## src/rtl/pc_unit_if.sv

```systemverilog
`default_nettype none
// ============================================================================
//  Module   : pc_unit_if
//  Purpose  : Bundles the control inputs and PC/RAS outputs of pc_unit.
//             master = execution FSM side, slave = pc_unit side.
//  Revision : 1.0  initial release
// ============================================================================
interface pc_unit_if #(
    parameter int PC_W      = 10,
    parameter int OFF_W     = 8,
    parameter int RAS_DEPTH = 4
);
    localparam int CNT_W = $clog2(RAS_DEPTH + 1);

    logic             adv;
    logic [2:0]       op;
    logic [OFF_W-1:0] br_off;
    logic [PC_W-1:0]  jmp_tgt;
    logic [PC_W-1:0]  pc_curr;
    logic [PC_W-1:0]  pc_inc;
    logic [PC_W-1:0]  ras_top;
    logic [CNT_W-1:0] ras_cnt;
    logic             err;

    modport master (
        output adv, op, br_off, jmp_tgt,
        input  pc_curr, pc_inc, ras_top, ras_cnt, err
    );

    modport slave (
        input  adv, op, br_off, jmp_tgt,
        output pc_curr, pc_inc, ras_top, ras_cnt, err
    );
endinterface
`default_nettype wire

```

## src/rtl/pc_unit.sv

```systemverilog
`default_nettype none
// ============================================================================
//  Module   : pc_unit
//  Purpose  : Program counter with sequential/branch/jump/call/return flow.
//             Return-address stack is built only when PC_UNIT_RAS_EN is defined.
//  Revision : 1.0  initial release
// ============================================================================
module pc_unit #(
    parameter int              PC_W      = 10,
    parameter int              OFF_W     = 8,
    parameter logic [PC_W-1:0] RESET_VEC = '0,
    parameter int              RAS_DEPTH = 4
) (
    input  logic        clk,
    input  logic        rst,
    pc_unit_if.slave    bus
);
    localparam logic [2:0]      c_op_seq  = 3'b000;
    localparam logic [2:0]      c_op_br   = 3'b001;
    localparam logic [2:0]      c_op_jmp  = 3'b010;
    localparam logic [2:0]      c_op_call = 3'b011;
    localparam logic [2:0]      c_op_ret  = 3'b100;
    localparam logic [PC_W-1:0] c_pc_one  = {{(PC_W-1){1'b0}}, 1'b1};

    logic [PC_W-1:0] r_pc;
    logic            r_err;
    logic [PC_W-1:0] w_pc_inc;
    logic [PC_W-1:0] w_off_ext;
    logic [PC_W-1:0] w_pc_nxt;
    logic            w_err_nxt;

    assign w_pc_inc  = r_pc + c_pc_one;
    assign w_off_ext = PC_W'($signed(bus.br_off));

`ifdef PC_UNIT_RAS_EN
    localparam int               CNT_W      = $clog2(RAS_DEPTH + 1);
    localparam int               PTR_W      = $clog2(RAS_DEPTH);
    localparam logic [CNT_W-1:0] c_cnt_one  = {{(CNT_W-1){1'b0}}, 1'b1};
    localparam logic [CNT_W-1:0] c_cnt_full = CNT_W'(RAS_DEPTH);
    localparam logic [PTR_W-1:0] c_ptr_one  = {{(PTR_W-1){1'b0}}, 1'b1};
    localparam logic [PTR_W-1:0] c_ptr_last = PTR_W'(RAS_DEPTH - 1);

    logic [PC_W-1:0]  r_ras [RAS_DEPTH];
    logic [PTR_W-1:0] r_ptr;
    logic [CNT_W-1:0] r_cnt;
    logic [PTR_W-1:0] w_ptr_inc;
    logic [PTR_W-1:0] w_ptr_dec;
    logic             w_ras_full;
    logic             w_ras_empty;
    logic [PC_W-1:0]  w_ras_top;
    logic             w_push;
    logic             w_pop;

    // r_ptr indexes the top entry; a push on a full stack lands on the oldest slot
    assign w_ptr_inc   = (r_ptr == c_ptr_last) ? '0 : r_ptr + c_ptr_one;
    assign w_ptr_dec   = (r_ptr == '0) ? c_ptr_last : r_ptr - c_ptr_one;
    assign w_ras_full  = (r_cnt == c_cnt_full);
    assign w_ras_empty = (r_cnt == '0);
    assign w_ras_top   = w_ras_empty ? '0 : r_ras[r_ptr];
`endif

    always_comb begin
        w_pc_nxt  = r_pc;
        w_err_nxt = 1'b0;
`ifdef PC_UNIT_RAS_EN
        w_push    = 1'b0;
        w_pop     = 1'b0;
`endif
        if (bus.adv) begin
            case (bus.op)
                c_op_seq:  w_pc_nxt = w_pc_inc;
                c_op_br:   w_pc_nxt = r_pc + w_off_ext;
                c_op_jmp:  w_pc_nxt = bus.jmp_tgt;
                c_op_call: begin
                    w_pc_nxt  = bus.jmp_tgt;
`ifdef PC_UNIT_RAS_EN
                    w_push    = 1'b1;
                    w_err_nxt = w_ras_full;
`endif
                end
                c_op_ret: begin
`ifdef PC_UNIT_RAS_EN
                    if (w_ras_empty) begin
                        w_pc_nxt  = w_pc_inc;
                        w_err_nxt = 1'b1;
                    end else begin
                        w_pc_nxt  = w_ras_top;
                        w_pop     = 1'b1;
                    end
`else
                    w_err_nxt = 1'b1;
`endif
                end
                default:   w_err_nxt = 1'b1;
            endcase
        end
    end

    always_ff @(posedge clk) begin
        if (rst) begin
            r_pc  <= RESET_VEC;
            r_err <= 1'b0;
        end else begin
            r_pc  <= w_pc_nxt;
            r_err <= w_err_nxt;
        end
    end

`ifdef PC_UNIT_RAS_EN
    always_ff @(posedge clk) begin
        if (rst) begin
            r_ptr <= '0;
            r_cnt <= '0;
        end else if (w_push) begin
            r_ptr <= w_ptr_inc;
            if (!w_ras_full) begin
                r_cnt <= r_cnt + c_cnt_one;
            end
        end else if (w_pop) begin
            r_ptr <= w_ptr_dec;
            r_cnt <= r_cnt - c_cnt_one;
        end
    end

    // Entry storage needs no reset: ras_top is masked while the count is zero
    always_ff @(posedge clk) begin
        if (!rst && w_push) begin
            r_ras[w_ptr_inc] <= w_pc_inc;
        end
    end

    assign bus.ras_top = w_ras_top;
    assign bus.ras_cnt = r_cnt;
`else
    assign bus.ras_top = '0;
    assign bus.ras_cnt = '0;
`endif

    assign bus.pc_curr = r_pc;
    assign bus.pc_inc  = w_pc_inc;
    assign bus.err     = r_err;

endmodule
`default_nettype wire

```

## src/flat_wrapper.sv

```systemverilog
// flat-port wrapper written by rule: the top's interface ports become plain ports
module pc_unit_flat 
#(
    parameter int              PC_W      = 10,
    parameter int              OFF_W     = 8,
    parameter logic [PC_W-1:0] RESET_VEC = '0,
    parameter int              RAS_DEPTH = 4
)
  (clk, rst, bus_adv, bus_op, bus_br_off, bus_jmp_tgt, bus_pc_curr, bus_pc_inc, bus_ras_top, bus_ras_cnt, bus_err);
  pc_unit_if #(.PC_W(PC_W), .OFF_W(OFF_W), .RAS_DEPTH(RAS_DEPTH)) bus_i ();
  input  logic clk;
  input  logic rst;
  input wire logic [$bits(bus_i.adv)-1:0] bus_adv;
  input wire logic [$bits(bus_i.op)-1:0] bus_op;
  input wire logic [$bits(bus_i.br_off)-1:0] bus_br_off;
  input wire logic [$bits(bus_i.jmp_tgt)-1:0] bus_jmp_tgt;
  output wire logic [$bits(bus_i.pc_curr)-1:0] bus_pc_curr;
  output wire logic [$bits(bus_i.pc_inc)-1:0] bus_pc_inc;
  output wire logic [$bits(bus_i.ras_top)-1:0] bus_ras_top;
  output wire logic [$bits(bus_i.ras_cnt)-1:0] bus_ras_cnt;
  output wire logic [$bits(bus_i.err)-1:0] bus_err;
  assign bus_i.adv = bus_adv;
  assign bus_i.op = bus_op;
  assign bus_i.br_off = bus_br_off;
  assign bus_i.jmp_tgt = bus_jmp_tgt;
  assign bus_pc_curr = bus_i.pc_curr;
  assign bus_pc_inc = bus_i.pc_inc;
  assign bus_ras_top = bus_i.ras_top;
  assign bus_ras_cnt = bus_i.ras_cnt;
  assign bus_err = bus_i.err;
  pc_unit #(.PC_W(PC_W), .OFF_W(OFF_W), .RESET_VEC(RESET_VEC), .RAS_DEPTH(RAS_DEPTH)) u_core (.clk(clk), .rst(rst), .bus(bus_i));
endmodule
```

## config.mk

```make
export PLATFORM = sky130hd
export DESIGN_NAME = pc_unit_flat
export DESIGN_NICKNAME = d
export VERILOG_FILES = /design/src/rtl/pc_unit_if.sv /design/src/rtl/pc_unit.sv /design/src/flat_wrapper.sv
export SDC_FILE = /design/constraint.sdc
export NUM_CORES = 1
export LEC_CHECK = 0
export ABC_AREA = 1
export BUFFER_PORTS_ARGS = -buffer_cell sky130_fd_sc_hd__buf_2
export CAP_MARGIN = 20
export CORE_MARGIN = 3
export CORE_UTILIZATION = 40
export DETAILED_ROUTE_END_ITERATION = 16
export PLACE_DENSITY = 0.75
export SLEW_MARGIN = 20
export SYNTH_ARGS = -nofsm -noshare
export SYNTH_HDL_FRONTEND = slang
export SYNTH_SLANG_ARGS = --single-unit
```

## constraint.sdc

```tcl
create_clock -name clk -period 2.2 [get_ports clk]
set_clock_uncertainty 0.05 [all_clocks]
set_input_delay 0.44 -clock clk [delete_from_list [all_inputs] [get_ports clk]]
set_output_delay 0.44 -clock clk [all_outputs]
set_load 0.005 [all_outputs]
```

Yosys cells after proc, flatten, opt, wreduce, memory -nomap -nowiden
Cells that the tools add are included.
- register bits after elaboration: 11
- output and inout bits: 34
- bits of input ports: 24
- $add $sub $neg: 2
- reductions and logical operators: 6
- bitwise gates (word level): 1
- mux-type cells: 2
- equal/unequal tests: 3
- operators with widths (cell ; number):
    $pmux W10 S3 ; 1
    $add A10 B1 Y10 const B ; 1
    $add A10 B10 Y10 ; 1
    $eq A3 B2 Y1 const B ; 2
    $reduce_or A2 Y1 ; 2
    $reduce_or A4 Y1 ; 1
    $eq A3 B1 Y1 const B ; 1
    $logic_not A3 Y1 ; 1
    $reduce_bool A3 Y1 ; 1
    $reduce_and A2 Y1 ; 1
    $mux W1 ; 1
    $not A1 Y1 ; 1

Depth between registers and ports, before layout
Gate-level depths: netlist of the first run.
- word-level depth: 4
- mapped depth: 11
- gate-level depth less buffers: 11

Least setup slack after synthesis of the first run
OpenSTA, ideal clock, no wires.
- path kind: input-to-reg
- from: input port bus_br_off[0]
- to: register u_core.r_pc[8] (netlist: u_core.bus.pc_curr[8])
- arrival: 1.498 ns
- stages: 11
- data required time: 2.031 ns
- buffers on the path: 0
- path slack: 0.533 ns
- path through: ha_1 -> inv_1 -> fa_1 -> inv_1 -> nand3_1 -> nand2_1 -> nand2_1 -> nand2_1 -> nand2_1 -> nand3_1 -> a21oi_1
- cells in the longest elaborated chain, start to end: 2
- RTL lines (what ; RTL line ; text):
    start, declared ; flat_wrapper.sv:15 ; input wire logic [$bits(bus_i.br_off)-1:0] bus_br_off;
    $add A10 B10 Y10 ; pc_unit.sv:72 ; c_op_br: w_pc_nxt = r_pc + w_off_ext;
    $pmux W10 S3 ; pc_unit.sv:70 ; case (bus.op)
    end signal, assigned ; pc_unit.sv:104 ; r_pc <= w_pc_nxt;
    end, declared ; pc_unit.sv:25 ; logic [PC_W-1:0] r_pc;
Every way passes these cells.
A chain may end at the register's enable or synchronous reset.

Final worst setup path of the first run
- from: register u_core.r_pc[1] (netlist: u_core.bus.pc_curr[1])
- to: output port bus_pc_inc[6]
- cells in the longest elaborated chain, start to end: 1
- RTL lines (what ; RTL line ; text):
    $add A10 B1 Y10 ; pc_unit.sv:32 ; assign w_pc_inc = r_pc + c_pc_one;
    end, declared ; flat_wrapper.sv:18 ; output wire logic [$bits(bus_i.pc_inc)-1:0] bus_pc_inc;
Every way passes these cells.

==> summary.txt, run 1 <==
Outcome
  – Outcome: completed

STA
  – Fin. Hold Viols: 0
  – Final setup TNS: 0 ns
  – Crit path time final: 2.09 ns
  – Fin crit share: 95.1%
  – RSZ-0062 raised after global routing: no
  – Final setup viols: 0
  – FMAX: 478 MHz
  – Pins Over Slew Limit: 0

CTS
  – Worst skew pair latency: 0.27 ns
  – Cts repair resizes: 1
  – TritonCTS clock tree: done
  – Number of CTS-inserted buffers: 3
  – Clk slew on worst S/H paths: 0.08 ns
  – CTS Buffer Depth: 2
  – Root Buffer: clkbuf_4
  – H-tree depth: 1
  – Hold-fix buffers, CTS: 0
  – Post-CTS Setup Bufs: 0
  – Sink Count: 11

Floorplanning
  – DIE HEIGHT: 63.5 um
  – Initial Util: 42.7%
  – FP Rows: 20
  – IO Count: 58
  – Die X: 63.5 um
  – Core area: 3100 um^2
  – Die ar.: 4040 um^2

Finish
  – Number of diodes: 0
  – Fin cells: 305
  – Layout area overhead: 18.8%
  – Final Util: 50.7%
  – Layout cells sized above 1: 23.8%
  – Nets: 297
  – Filler cell count in the final layout: 342

Synthesis
  – Register bit total from synthesis: 11
  – Cell Area, Synth: 1320 um^2
  – Post-synth EDFFs: 0
  – Mapped Avg Cell Area: 6.16 um^2
  – Number of distinct library cells after synthesis: 28
  – Asr flop ratio synth: 0%
  – Yosys warns: 0
  – Sequential fraction of the synthesis area: 16.6%
  – Top_reg_cell synth: dfxtp_1
  – Cells after Synth: 215

Power
  – Pwr Total: 0.618 mW
  – Pleak: 0.874 nW
  – Worst vdd ir: 0.000151 V
  – Power density over the cells: 393 nW/um^2

Placed design
  – Routability Congestion: 0.839
  – Post-DP HPWL: 2830 um
  – Number of I/O port buffers: 44
  – Placed instance count: 301

Hold path
  – Hold Crit Class: in -> reg

GRT
  – Antenna violations before repair: 0
  – Global-route wire length before repair: 5630 um
  – Remaining global-route overflow: 0
  – Largest net degree at the start of global routing: 14
  – Vias in the first global route: 1326
  – GR Util All Layers: 17.1%

Detailed routing
  – Routed wl met2: 1680 um
  – Total Wirelength: 3460 um
  – Vias/cell: 4.88
  – DR WL/cell: 11.3 um
  – Drt pass-1 iters: 5
  – Post-route ant nets: 0
  – Metal1 wirelength: 1580 um
  – WL met3: 135 um
  – DRC viols: 0
  – Highest layer used for signal routing: met4
  – DR iter-0 viols: 67
  – Vias: 1488

Critical path
  – Crit-path max cell delay: 0.40 ns
  – Reg2reg setup slack: 0.44 ns
  – R2r worst-path depth: 8
  – Critical path fanouts, max: 6
  – Worst setup path startpoint: u_core.bus.pc_curr[1]$_SDFFE_PP0P_
  – Reg-to-Reg Start: u_core.bus.pc_curr[4]$_SDFFE_PP0P_
  – Critical path arrival: 1.60 ns
  – CP Cell Sequence: ha_1 -> nand3_1 -> nor2_2 -> nand3_1 -> and2_1 -> buf_2
  – Slowest cell on crit path: dfxtp_2
  – End of the worst register-to-register path: u_core.bus.pc_curr[7]$_SDFFE_PP0P_
  – Element type at the critical path end: primary output
  – Crit path kind: reg -> out
  – Crit path top cell by count: nand3_1
  – Critical Path Sink: bus_pc_inc[6]
  – CP required: 1.71 ns
  – Crit start category: flop

Run
  – Max Cap Viol: 0
==> state kept, by name (all words and copies together), names as in the netlist <==
| signal | flops |
|---|---|
| u_core.bus.err | 1 |
| u_core.bus.pc_curr | 10 |
==> how the worst min path moves through the flow <==
stage / start / endpoint / slack (ns) / cells past startpoint
after global placement: u_core.bus.pc_curr[0]$_SDFFE_PP0P_ / u_core.bus.pc_curr[0]$_SDFFE_PP0P_ / 0.53 / 2
after floorplan: rst / u_core.bus.err$_SDFF_PP0_ / 0.47 / 1
after detailed placement: u_core.bus.pc_curr[0]$_SDFFE_PP0P_ / u_core.bus.pc_curr[0]$_SDFFE_PP0P_ / 0.55 / 2
after CTS: rst / u_core.bus.err$_SDFF_PP0_ / 0.29 / 2
final: rst / u_core.bus.err$_SDFF_PP0_ / 0.29 / 2
after global routing: rst / u_core.bus.err$_SDFF_PP0_ / 0.29 / 2
==> report_power, final <==
part,switching (mW),internal [mW]
registers,0.0230,0.213
logic,0.139,0.0997
clock network,0.0734,0.0702
total,0.235,0.383
==> per-stage QoR <==
| stage | worst slack, ns | area, um^2 | hold slack (ns) |
|---|---|---|---|
| 2_1_floorplan | 0.533 | 1370 | 0.468 |
| 3_3_place_gp | 0.297 | 1540 | 0.531 |
| 3_5_place_dp | 0.294 | 1540 | 0.546 |
| 4_1_cts | 0.0762 | 1570 | 0.286 |
| 5_1_grt | 0.0304 | 1570 | 0.287 |
| 6_report | 0.109 | 1570 | 0.289 |
==> layout make-up <==
type / count / area [um^2] / area share (%)
Timing Repair Buffer: 45 / 228 / 14.5
Sequential cell: 11 / 223 / 14.2
Inverter: 31 / 116 / 7.40
Clock buffer: 4 / 26.3 / 1.67
Multi-Input combinational cell: 170 / 925 / 58.8
Tap cell: 44 / 55.1 / 3.50
==> cells in the final DEF (no fill, tap or decap), types with 5 or more instances in the layout <==
cell type	instances
nor2_1	8
nand3_1	21
buf_2	44
dfxtp_1	9
nand4_1	5
nand2_1	55
o21ai_0	11
a21oi_1	19
inv_1	31
ha_1	10
conb_1	13
==> worst max-delay path: cells and delay by family, from the launching register on <==
| family | cells | cell delay [ns] |
|---|---|---|
| and+or+nand+nor | 4 | 0.60 |
| DFF | 1 | 0.40 |
| adders and majority gates | 1 | 0.21 |
| buffers and inverters | 1 | 0.12 |
==> synthesized netlist by cell type (2+ instances only) <==
| cell type | count | share of area, % |
|---|---|---|
| ha_1 | 10 | 9.5 |
| or2_2 | 3 | 1.4 |
| nand2_2 | 2 | 0.95 |
| a21oi_1 | 19 | 7.2 |
| nand3_1 | 21 | 7.9 |
| o211ai_1 | 3 | 1.7 |
| dfxtp_1 | 11 | 17 |
| nor2_1 | 9 | 2.6 |
| nand3b_1 | 2 | 1.1 |
| nand4_1 | 5 | 2.4 |
| nand2_1 | 55 | 16 |
| inv_1 | 31 | 8.8 |
| a21oi_2 | 2 | 1.3 |
| xor2_1 | 3 | 2.0 |
| o21ai_0 | 11 | 4.2 |
| buf_4 | 14 | 7.9 |
| a31oi_1 | 3 | 1.4 |
==> cell families after synthesis <==
group	share of synthesized area, %
AOI/OAI and AO/OA	17.0
xor gates and xnor gates	3.88
adders and majority gates	11.0
buffers and inverters	17.1
DFF	16.6
other	0.283
and+or+nand+nor	34.1
==> layer usage <==
layer | vias up | track usage [%]
li1 | 776 | -
met1 | 663 | 20.9
met2 | 43 | 29.7
met3 | 6 | 1.96
met4 | 0 | 7.55
met5 | - | 0
(Power assumes the default switching activity.)
==> run 2, diff against run 1 <==
CORE_MARGIN = 2   (was 3)
==> run 2 against run 1 <==
Non-clock buffer count unchanged; routed wire length up 2.0%; total power up 0.14%; sequential power about the same; worst hold slack better by 0.0056 ns; cell count unchanged; first-iteration DRC count up 16%; register-to-register slack worse by 0.02 ns; flip-flop and latch count unchanged; core utilization up 0.12 points; critical path type unchanged; largest cell class unchanged; largest power group unchanged.
==> summary.txt, run 2 (same netlist as run 1, synthesis figures left out) <==
CTS
  – Sink Count: 11 (unchanged)
  – Clk slew on worst S/H paths: 0.08 ns (about the same)
  – TritonCTS clock tree: done
  – Hold-fix buffers, CTS: 0 (unchanged)
  – Root Buffer: clkbuf_4
  – CTS Buffer Depth: 2 (unchanged)
  – Number of CTS-inserted buffers: 3 (unchanged)
  – Worst skew pair latency: 0.26 ns (about the same)
  – H-tree depth: 1 (unchanged)

Critical path
  – Element type at the critical path end: primary output
  – Crit path kind: reg -> out
  – Cell family with most CP delay: simple AND/OR/NAND/NOR gates
  – Slowest cell on crit path: dfxtp_1
  – CP Cell Sequence: ha_1 -> nand3_2 -> nor2_2 -> nand3_1 -> and2_1 -> buf_2
  – Critical path fanouts, max: 5 (-1)
  – Buf/Inv on CP: 1 (unchanged)
  – Crit-path max cell delay: 0.41 ns (about the same)
  – CP required: 1.71 ns (about the same)
  – Crit start category: flop
  – Critical path arrival: 1.56 ns (-0.04 ns)

GRT
  – GR Util All Layers: 19.4% (+2.3 points)
  – Vias in the first global route: 1348 (+1.7%)
  – Largest net degree at the start of global routing: 14 (unchanged)
  – Antenna violations before repair: 0 (unchanged)
  – Remaining global-route overflow: 0 (unchanged)
  – Global-route wire length before repair: 5570 um (-1.1%)

STA
  – Pins Over Slew Limit: 0 (unchanged)
  – RSZ-0062 raised after global routing: no
  – Fin. Hold Viols: 0 (unchanged)
  – Crit path time final: 2.05 ns (-0.0390 ns)
  – Fin crit share: 93.3% (-1.8 points)
  – Worst setup margin: 0.148 ns (+0.0390 ns)
  – Final setup viols: 0 (unchanged)
  – Final setup TNS: 0 ns (unchanged)
  – FMAX: 487 MHz (+1.9%)

Detailed routing
  – DRC viols: 0 (unchanged)
  – Drt pass-1 iters: 5 (unchanged)
  – Vias: 1488 (unchanged)
  – Vias/cell: 4.88 (unchanged)
  – DR iter-0 viols: 78 (+16%)
  – Total Wirelength: 3530 um (+2.0%)
  – DR WL/cell: 11.6 um (+2.0%)
  – Post-route ant nets: 0 (unchanged)

Hold path
  – Hold Crit Class: in -> reg

Finish
  – Layout area overhead: 19.1%
  – Nets: 297 (unchanged)
  – Final instance area: 1580 um^2 (+0.24%)
  – Layout cells sized above 1: 23.8% (unchanged)
  – Max reg flops: 10 (unchanged)
  – Final Util: 50.8% (+0.12 points)
  – Most frequent cells in the layout: nand2_1, buf_2, inv_1, nand3_1, a21oi_1
  – Most common cell after layout, fill and taps aside: nand2_1
  – Number of diodes: 0 (unchanged)

Placed design
  – Post-DP HPWL: 2850 um (+0.70%)
  – Place WS: 0.260 ns (-0.0337 ns)
  – Number of I/O port buffers: 44 (unchanged)
  – Routability Congestion: 0.822 (-2.0%)
  – Area post-placement: 1540 um^2 (unchanged)

Floorplanning
  – Initial Util: 42.7% (unchanged)
  – Core area: 3100 um^2 (unchanged)
  – IO Count: 58 (unchanged)
  – DIE HEIGHT: 61.5 um (-3.1%)
  – Die ar.: 3790 um^2 (-6.2%)
  – FP Rows: 20 (unchanged)
  – Die X: 61.5 um (-3.1%)

Power
  – Pwr Total: 0.619 mW (+0.14%)
  – Worst vdd ir: 0.000144 V (-4.8%)
  – Pleak: 0.874 nW (about the same)
  – Power density over the cells: 392 nW/um^2 (about the same)

Run
  – Max Cap Viol: 0 (unchanged)

Outcome
  – Outcome: completed
==> run 2: cell count changes in the layout (fill, tap and decap cells not counted) <==
cell     before  now
dfxtp_1       9   10
dfxtp_2       2    1
nand3_1      21   20
nand3_2       0    1
==> run 2: worst paths after layout <==
| kind | startpoint | to | slack (ns) | cells past startpoint |
|---|---|---|---|---|
| worst max-delay path | u_core.bus.pc_curr[0]$_SDFFE_PP0P_ | bus_pc_inc[6] | 0.15 | 6 |
| worst min-delay path | rst | u_core.bus.err$_SDFF_PP0_ | 0.29 | 2 |
| worst max register to register | u_core.bus.pc_curr[0]$_SDFFE_PP0P_ | u_core.bus.pc_curr[8]$_SDFFE_PP0P_ | 0.42 | 10 |
| worst min register to register | u_core.bus.pc_curr[1]$_SDFFE_PP0P_ | u_core.bus.pc_curr[1]$_SDFFE_PP0P_ | 0.55 | 2 |
==> run 2: cell type report <==
type,count,area (um^2)
clock buffer,4,26.3
fill,349,1530
inverter,31,116
multi-input combinational,170,930
sequential,11,221
tap,44,55.1
timing repair buffer,45,228
==> run 2: per-layer routing <==
| layer | vias up | global-route usage, % | wire length, um |
|---|---|---|---|
| met5 | - | 0 | 0 |
| met3 | 2 | 1.26 | 161 |
| li1 | 776 | - | - |
| met2 | 48 | 36.1 | 1690 |
| met1 | 662 | 24.2 | 1650 |
| met4 | 0 | 4.56 | 25 |
==> run 2: power by group <==
| group | leakage [nW] | internal, mW | switching (mW) |
|---|---|---|---|
| clock network | 0.0150 | 0.0700 | 0.0716 |
| registers | 0.0911 | 0.213 | 0.0253 |
| logic | 0.768 | 0.0997 | 0.140 |
==> run 2: per-stage QoR <==
| step | hold slack (ns) | instances |
|---|---|---|
| after floorplan | 0.468 | 227 |
| after global placement | 0.527 | 301 |
| after detailed placement | 0.549 | 301 |
| after CTS | 0.294 | 305 |
| after global routing | 0.295 | 305 |
| final | 0.295 | 305 |
==> run 2: repair_timing <==
item                                    in CTS  in global routing
endpoints found under the setup margin       1                  1
setup buffers                                0                  0
resized for setup                            1                  2
==> run 3, diff against run 2 <==
CORE_UTILIZATION = 48   (was 40)
PLACE_DENSITY = 0.87   (was 0.75)
==> run 3 against run 2 <==
First-iteration DRC count is 47% lower; flip-flop and latch count unchanged; critical endpoint unchanged; count of clock-buffer cells in the layout unchanged; die area decreased by 16%; register-to-register slack improved by 0.02 ns; largest cell class unchanged; highest routed layer unchanged; via count up 0.67%.
==> summary.txt, run 3 (same netlist as run 1, synthesis figures left out) <==
GRT
  – Vias in the first global route: 1286 (-4.6%)
  – Largest net degree at the start of global routing: 14 (unchanged)
  – Antenna violations before repair: 0 (unchanged)
  – GR Util All Layers: 21.9% (+2.4 points)
  – Global-route wire length before repair: 5500 um (-1.2%)
  – Remaining global-route overflow: 0 (unchanged)

Floorplanning
  – Initial Util: 49.3% (+6.6 points)
  – FP Rows: 19 (-5.0%)
  – Die ar.: 3190 um^2 (-16%)
  – Die X: 56.5 um (-8.1%)
  – DIE HEIGHT: 56.5 um (-8.1%)
  – Core area: 2690 um^2 (-13%)
  – IO Count: 58 (unchanged)

Finish
  – Nets: 297 (unchanged)
  – Most frequent cells in the layout: nand2_1, buf_2, inv_1, nand3_1, a21oi_1
  – Number of diodes: 0 (unchanged)
  – Final instance area: 1560 um^2 (-1.3%)
  – Layout area overhead: 17.6%
  – Layout cells sized above 1: 23.8% (unchanged)
  – Most common cell after layout, fill and taps aside: nand2_1
  – Fin cells: 292 (-4.3%)
  – Max reg flops: 10 (unchanged)

Placed design
  – Post-DP HPWL: 2660 um (-6.8%)
  – Number of I/O port buffers: 44 (unchanged)
  – Routability Congestion: 0.862 (+4.9%)
  – Placed instance count: 288 (-4.3%)
  – Area post-placement: 1530 um^2 (-1.1%)

Detailed routing
  – DR iter-0 viols: 41 (-47%)
  – DRC viols: 0 (unchanged)
  – Drt pass-1 iters: 4 (-1)
  – DR WL/cell: 11.6 um (about the same)
  – Post-route ant nets: 0 (unchanged)
  – Total Wirelength: 3380 um (-4.3%)
  – Vias/cell: 5.13 (+5.2%)
  – Vias: 1498 (+0.67%)

STA
  – RSZ-0062 raised after global routing: no
  – Pins Over Slew Limit: 0 (unchanged)
  – Crit path time final: 2.13 ns (+0.0737 ns)
  – FMAX: 470 MHz (-3.5%)
  – Final setup viols: 0 (unchanged)
  – Fin crit share: 96.6% (+3.3 points)
  – Fin. Hold Viols: 0 (unchanged)
  – Final setup TNS: 0 ns (unchanged)

Outcome
  – Outcome: completed

Power
  – Power density over the cells: 401 nW/um^2 (+2.2%)
  – Pleak: 0.874 nW (about the same)
  – Worst vdd ir: 0.000286 V (+98%)

Critical path
  – Crit path kind: reg -> out
  – Critical path fanouts, max: 6 (+1)
  – Critical path arrival: 1.64 ns (+0.08 ns)
  – CP required: 1.71 ns (about the same)
  – Crit start category: flop
  – Element type at the critical path end: primary output

CTS
  – Root Buffer: clkbuf_4
  – H-tree depth: 1 (unchanged)
  – TritonCTS clock tree: done
  – Clk slew on worst S/H paths: 0.08 ns (about the same)
  – Number of CTS-inserted buffers: 3 (unchanged)
  – Sink Count: 11 (unchanged)
  – Worst skew pair latency: 0.28 ns (+0.02 ns)
  – CTS Buffer Depth: 2 (unchanged)
  – Post-CTS Setup Bufs: 0 (unchanged)

Run
  – Max Cap Viol: 0 (unchanged)

Hold path
  – Hold Crit Class: in -> reg
## run 3: cell counts in the layout (fill, tap and decap cells not counted)
No cell type changed its count.
## run 3: power breakdown
group	switching (mW)	leakage, nW	internal (mW)	total (mW)
logic	0.138	0.768	0.0998	0.238
registers	0.0235	0.0914	0.213	0.236
clock network	0.0796	0.0150	0.0705	0.150
total	0.241	0.874	0.383	0.625
## run 3: repair_timing
item | CTS | global route
hold buffers | 0 | 0
setup endpoints to repair | 1 | 1
resized for setup | 1 | 2
## run 3: worst paths after layout
kind,startpoint,endpoint,slack (ns),cells past startpoint
worst max-delay path,u_core.bus.pc_curr[1]$_SDFFE_PP0P_,bus_pc_inc[6],0.07,6
worst min register to register,u_core.bus.pc_curr[0]$_SDFFE_PP0P_,u_core.bus.pc_curr[0]$_SDFFE_PP0P_,0.54,2
worst min-delay path,rst,u_core.bus.err$_SDFF_PP0_,0.28,2
worst max register to register,u_core.bus.pc_curr[4]$_SDFFE_PP0P_,u_core.bus.pc_curr[7]$_SDFFE_PP0P_,0.44,8
## run 3: worst max-delay path: stages, from the launching register on
cell     delay [ns]
dfxtp_2        0.40
ha_1           0.21
nand3_1        0.19
nor2_2         0.16
nand3_1        0.10
and2_1         0.18
buf_2          0.12
## run 3: layout make-up
class                   count  area [um^2]
fillers                   272         1130
multi-input cells         170          925
inverters                  31          116
flip-flops and latches     11          223
well taps                  31         38.8
clock buffers               4         26.3
repair buffers             45          228
## run 3: stage by stage
stage	setup slack, ns	power (mW)	hold WS [ns]	util [%]
2_1_floorplan	0.533	0.409	0.468	-
3_3_place_gp	0.320	0.471	0.536	56.8
3_5_place_dp	0.320	0.475	0.547	56.8
4_1_cts	0.0721	0.623	0.273	57.8
5_1_grt	0.00701	0.669	0.282	57.9
6_report	0.0740	0.625	0.275	57.9
## run 3: metal layers
metal	up-vias	track usage, %	wire length, um
li1	777	-	-
met1	662	27.2	1470
met2	52	36.2	1650
met3	7	2.76	202
met4	0	11.9	59
met5	-	0	0
